[src/rtl/preg_freelist_pkg.sv]
// ----------------------------------------------------------------------------
// Package C: machine-wide physical register file sizing shared by rename,
// the free list and the register file itself.
//   PRFSIZE      : number of physical registers (power of two, >= 2)
//   PREG_ID_BITS : width of a physical register id, log2(PRFSIZE)
//   preg_id_t    : physical register id type used across the back end
// ----------------------------------------------------------------------------
package C;

    localparam int PRFSIZE      = 8;
    localparam int PREG_ID_BITS = $clog2(PRFSIZE);

    typedef logic [PREG_ID_BITS-1:0] preg_id_t;

endpackage : C

[src/rtl/preg_freelist.sv]
// ----------------------------------------------------------------------------
// preg_freelist
//   Physical register free list. Free ids live in an NPREG-entry circular
//   FIFO (read at head by rename, written at tail by commit). A per-preg
//   allocated bitvector detects double/spurious frees, which raise a sticky
//   error flag instead of corrupting the list.
//
// Ports
//   clk           : clock, all state updates on the rising edge
//   rstn          : asynchronous active-low reset
//   alloc_i       : rename consumes one preg this cycle
//   alloc_ready_o : at least one preg is free
//   alloc_preg_o  : preg handed out on a grant (valid while alloc_ready_o=1)
//   free_i        : commit releases one preg this cycle
//   free_preg_i   : preg being released
//   count_o       : number of free pregs (0..NPREG)
//   err_o         : sticky protocol error (illegal free seen)
// ----------------------------------------------------------------------------
module preg_freelist
    import C::*;
#(
    parameter int NPREG = C::PRFSIZE,
    parameter int IDW   = C::PREG_ID_BITS
) (
    input  logic           clk,
    input  logic           rstn,
    input  logic           alloc_i,
    output logic           alloc_ready_o,
    output logic [IDW-1:0] alloc_preg_o,
    input  logic           free_i,
    input  logic [IDW-1:0] free_preg_i,
    output logic [IDW:0]   count_o,
    output logic           err_o
);

    localparam logic [IDW-1:0] ID_ONE    = IDW'(1);
    localparam logic [IDW:0]   CNT_ONE   = (IDW + 1)'(1);
    localparam logic [IDW:0]   CNT_ZERO  = (IDW + 1)'(0);
    localparam logic [IDW:0]   CNT_FULL  = (IDW + 1)'(NPREG);
    localparam logic [IDW-1:0] PTR_ZERO  = IDW'(0);

    // ------------------------------------------------------------------
    // State
    // ------------------------------------------------------------------
    logic [IDW-1:0]   fifo_r [NPREG];
    logic [IDW-1:0]   head_r;
    logic [IDW-1:0]   tail_r;
    logic [IDW:0]     count_r;
    logic [NPREG-1:0] alloc_vec_r;
    logic             err_r;

    logic [IDW-1:0]   head_nxt_s;
    logic [IDW-1:0]   tail_nxt_s;
    logic [IDW:0]     count_nxt_s;
    logic [NPREG-1:0] alloc_vec_nxt_s;
    logic             err_nxt_s;

    logic             ready_s;
    logic [IDW-1:0]   head_id_s;
    logic             grant_s;
    logic             free_ok_s;
    logic             free_bad_s;

    // Allocation port is a pure function of registered state, so rename sees
    // no combinational path from its own alloc_i or from commit's free_i.
    assign ready_s   = (count_r != CNT_ZERO);
    assign head_id_s = fifo_r[head_r];

    assign alloc_ready_o = ready_s;
    assign alloc_preg_o  = head_id_s;
    assign count_o       = count_r;
    assign err_o         = err_r;

    // Legality of a free is judged on pre-update state. An id sitting in the
    // FIFO has its allocated bit clear, so freeing the id being granted in the
    // same cycle is flagged illegal and the grant still marks it allocated.
    assign grant_s    = alloc_i & ready_s;
    assign free_ok_s  = free_i & alloc_vec_r[free_preg_i];
    assign free_bad_s = free_i & ~alloc_vec_r[free_preg_i];

    // Next-state for pointers, count, allocated bitvector and error flag.
    always_comb begin
        head_nxt_s      = head_r;
        tail_nxt_s      = tail_r;
        count_nxt_s     = count_r;
        alloc_vec_nxt_s = alloc_vec_r;
        err_nxt_s       = err_r;

        if (grant_s) begin
            head_nxt_s = head_r + ID_ONE;
        end else begin
            head_nxt_s = head_r;
        end

        if (free_ok_s) begin
            tail_nxt_s = tail_r + ID_ONE;
        end else begin
            tail_nxt_s = tail_r;
        end

        // Simultaneous grant and legal free cancel out on the count.
        case ({grant_s, free_ok_s})
            2'b10:   count_nxt_s = count_r - CNT_ONE;
            2'b01:   count_nxt_s = count_r + CNT_ONE;
            2'b11:   count_nxt_s = count_r;
            default: count_nxt_s = count_r;
        endcase

        // Clear before set: a legal free can never target the granted id,
        // but ordering it this way keeps a granted id allocated regardless.
        if (free_ok_s) begin
            alloc_vec_nxt_s[free_preg_i] = 1'b0;
        end else begin
            alloc_vec_nxt_s = alloc_vec_nxt_s;
        end

        if (grant_s) begin
            alloc_vec_nxt_s[head_id_s] = 1'b1;
        end else begin
            alloc_vec_nxt_s = alloc_vec_nxt_s;
        end

        if (free_bad_s) begin
            err_nxt_s = 1'b1;
        end else begin
            err_nxt_s = err_r;
        end
    end

    // Control state registers; reset returns every preg to the free list.
    always_ff @(posedge clk or negedge rstn) begin
        if (!rstn) begin
            head_r      <= PTR_ZERO;
            tail_r      <= PTR_ZERO;
            count_r     <= CNT_FULL;
            alloc_vec_r <= {NPREG{1'b0}};
            err_r       <= 1'b0;
        end else begin
            head_r      <= head_nxt_s;
            tail_r      <= tail_nxt_s;
            count_r     <= count_nxt_s;
            alloc_vec_r <= alloc_vec_nxt_s;
            err_r       <= err_nxt_s;
        end
    end

    // FIFO storage: single write port at tail, reset to the identity list.
    always_ff @(posedge clk or negedge rstn) begin
        if (!rstn) begin
            for (int i = 0; i < NPREG; i++) begin
                fifo_r[i] <= IDW'(i);
            end
        end else if (free_ok_s) begin
            fifo_r[tail_r] <= free_preg_i;
        end else begin
            fifo_r[tail_r] <= fifo_r[tail_r];
        end
    end

endmodule : preg_freelist

[config.mk]
export PLATFORM = sky130hd
export DESIGN_NAME = preg_freelist
export DESIGN_NICKNAME = d
export VERILOG_FILES = /design/src/rtl/preg_freelist_pkg.sv /design/src/rtl/preg_freelist.sv
export SDC_FILE = /design/constraint.sdc
export NUM_CORES = 1
export LEC_CHECK = 0
export CAP_MARGIN = 20
export CORE_MARGIN = 1
export CORE_UTILIZATION = 40
export DETAILED_ROUTE_END_ITERATION = 10
export SLEW_MARGIN = 20
export SYNTH_ARGS = -nofsm -noshare
export SYNTH_HDL_FRONTEND = slang
export SYNTH_SLANG_ARGS = --single-unit
[constraint.sdc]
create_clock -name clk -period 3.3 [get_ports clk]
set_clock_uncertainty 0.1 [all_clocks]
set_input_delay 0.99 -clock clk [delete_from_list [all_inputs] [get_ports clk]]
set_output_delay 0.99 -clock clk [all_outputs]
set_load 0.005 [all_outputs]
==> impl_results.md <==
- DP Worst Slack: -0.474 ns
- End of the critical path: alloc_preg_o[1]
- Worst Hold Depth: 1
- DIE WIDTH: 79.8 µm
- Vias: 1713
- FF+latch count, synth: between 40 and 50
- Largest cells by area after synthesis: dfrtp_1 31%, dfstp_2 14%, mux4_2 9.3%
- Worst-path fanout max: 6
- Unrepaired setup endpoints after global routing: no
- Nets@finish: about 260
- Max_slew headroom: 56.6%
- CP startpoint: head_r[0]
- Syn avg cell area: 11.0 µm²
- Total negative slack: 0 ns
- Fraction of layout cells with a size suffix above 1: 28.9%
- Peak supply drop: 0.177 mV
- Worst slew pin tran: ~0.65 ns
- Post-synthesis sequential area ratio: 45.2%
- Syn. warnings: 0
- Internal power: roughly 0.0007 W
- FFs w/ async S/R, synth: 100%
- Largest net degree at the start of global routing: 33
- Syn Nets: roughly 230
- Post-synthesis cell type count: 38
- Antenna fix cells: 0
- Area Overhead vs Synth: 17.5%
- Initial antenna violation count: 0
- Total wire length: approximately 5 mm
- Initial core utilization: between 40% and 50%
- Hold_buf cts: 0
- Post-DP HPWL: about 3.7 mm
- P_sw: slightly below 0.0002 W
- TritonCTS Buffers: 5
- Die Height: around 80 µm
- Cell taking the most area after synthesis: dfrtp_1
- GP Congestion: roughly 0.79
- Synth top area share: 31.0%
- Core Area: 5680 µm²
- Vias in the first global route: between 1.5k and 2k
- Tcrit/Tclk final: around 98%
- Global-route wire length before repair: between 8 and 9 mm
- Total congestion overflow: 0
- CP Capture Type: output port
- Status: complete, no violations
- P per Cell Area: between 300 and 400 nW/µm²
- Fin crit period: 3.22 ns
- Post-Syn Instances: roughly 220
- Fill count: approximately 540
- CTS tree: done
- Design Area, Final: approximately 2800 µm²
- CTS H-tree depth: 2
- Share of power burned in registers: about three fifths
- Wire length per cell: between 15 and 20 µm
- Root buffer cell: clkbuf_8
- R2R Setup Slk: 0.66 ns
- Power, Total: roughly 0.00089 W
- CP Launch Type: register
- Clk_lat worst skew: 0.30 ns
- Syn Std Cell Area: 2420 µm²
- Initial drt markers: between 70 and 80
- Clock slew at reported path FFs: roughly 0.08 ns
- DP Area: ~2700 µm²
- Worst flop-to-flop path startpoint: count_o[0]
- Pins Over Slew Limit: 0
- R2r endpoint: count_o[3]
- I/O pins: 16
- Final setup margin: 0.0768 ns
- Clk sinks: 43
- Remaining antenna violation count after routing: 0
- Final Setup Violations: 0
- Die area: around 6400 µm²
- Data required time at the worst endpoint: ~2.2 ns
- Combinational share of power: under 10%
- Main synth FF type: dfrtp_1
- Deepest clock path buffer count: 2
- Reg2reg path depth: 10
- Port buffer count: 15
- EDFF count, synth: 0
- HP Class: register to register
- Switching Fraction: approximately 22%
- Avg Vias per Cell: around 5.3
- Clock network power share: 36.9%
- Worst Setup Path Type: register to output port
- Fmax: roughly 310 MHz
- Final hold vios: 0
- Worst Path Arrival: 2.13 ns
- Pre-antenna DRT Iters: 4
- P_leak: around 1.2 nW
- Std-Cell Rows: 27
- # DRC: 0
- Global-route usage over all layers: 18.6%
- Max Cap Violations: 0
## placed cells by master, fill, tap and decap left out, types with 2 or more instances in the layout
cell,instances
nand2_1,38
dfrtp_1,30
o21ai_0,23
buf_4,16
dfstp_2,13
clkdlybuf4s50_1,11
mux4_2,10
mux2_2,8
o21ai_2,8
xnor2_1,7
mux2i_1,6
nor2b_1,6
nor2_1,5
a22o_1,5
clkbuf_8,5
nand2b_1,4
nand4_1,4
nor3_1,4
o31ai_1,4
ha_1,4
nand3b_1,3
inv_1,3
a21oi_1,3
nand3_1,3
or3_1,2
a21o_1,2
clkbuf_1,2
dlymetal6s2s_1,2
## registers in the layout (all words and copies together) (netlist names)
register	flops
alloc_vec_r	8
count_o	4
err_o	1
fifo_r	24
head_r	3
tail_r	3
## cells in the mapped netlist (2+ instances only)
master	instances
a21o_1	2
a22o_1	5
nand3b_1	3
dfstp_2	13
clkbuf_1	5
nand4_1	4
mux4_2	10
nand2b_1	4
a21oi_1	4
or3_1	2
buf_2	2
nand3_1	3
inv_1	4
nor3_1	4
mux2i_1	6
ha_1	5
nor2b_1	6
o31ai_1	4
nor2_1	5
o21ai_0	23
o21ai_2	8
buf_6	2
nand2_1	38
dfrtp_1	30
mux2_2	8
xnor2_1	7
## cells by family after synthesis
| kind of cell | share of synthesized area (%) |
|---|---|
| DFF | 45.2 |
| and+or+nand+nor | 14.3 |
| buffers and inverters | 3.16 |
| xor gates and xnor gates | 2.90 |
| adders and majority gates | 3.41 |
| AOI/OAI and AO/OA | 14.0 |
| muxes | 17.1 |
## area by class of cell
cell class	count	area, µm²	share of cell area (%)
clock buffers	7	76.3	2.69
clock inverters	1	5.00	0.176
inverters	5	26.3	0.925
multi-input cells	161	1270	44.6
flip-flops and latches	43	1090	38.4
well taps	72	90.1	3.17
repair buffers	32	285	10.0
## per-stage QoR
step | util [%] | hold WS (ns) | instances
2_1_floorplan | - | 0.351 | 219
3_3_place_gp | 48.2 | 0.353 | 310
3_5_place_dp | 48.2 | 0.347 | 310
4_1_cts | 49.8 | 0.366 | 319
5_1_grt | 50.1 | 0.391 | 321
6_report | 50.1 | 0.359 | 321
## power groups by stage
| stage | combinational (W) | clock [W] | sequential [W] |
|---|---|---|---|
| after detailed placement | 0.0000334 | 0 | 0.000537 |
| after floorplan | 0.00000820 | 0 | 0.000537 |
| after global placement | 0.0000338 | 0 | 0.000537 |
| after CTS | 0.0000332 | 0.000339 | 0.000527 |
| final | 0.0000318 | 0.000326 | 0.000527 |
| after global routing | 0.0000357 | 0.000360 | 0.000527 |
## routing by layer
layer | vias up | global-route usage [%] | part of all wire (%) | wire (µm)
li1 | 845 | - | - | -
met1 | 825 | 25.7 | 48 | 2420
met2 | 33 | 29.0 | 47 | 2360
met3 | 10 | 3.89 | 3.6 | 181
met4 | 0 | 6.25 | 1.7 | 86
met5 | - | 0 | 0 | 0
## what timing repair did
item | in CTS | in global routing
resized for setup | 1 | 5
setup endpoints to repair | 4 | 4
pin swaps | 0 | 1
setup buffers | 1 | 2
gates cloned | 0 | 0
## worst min path at each step
| stage | start | endpoint | slack, ns |
|---|---|---|---|
| 2_1_floorplan | err_o | err_o | 0.35 |
| 3_3_place_gp | err_o | err_o | 0.35 |
| 3_5_place_dp | err_o | err_o | 0.35 |
| 4_1_cts | err_o | err_o | 0.37 |
| 5_1_grt | err_o | err_o | 0.39 |
| 6_report | err_o | err_o | 0.36 |
## critical path: stages, from the launching register on
cell,delay (ns)
dfrtp_1,0.40
buf_12,0.14
mux4_2,0.56
mux2_2,0.29
clkdlybuf4s50_1,0.44
Power figures use the tool's default switching activity.
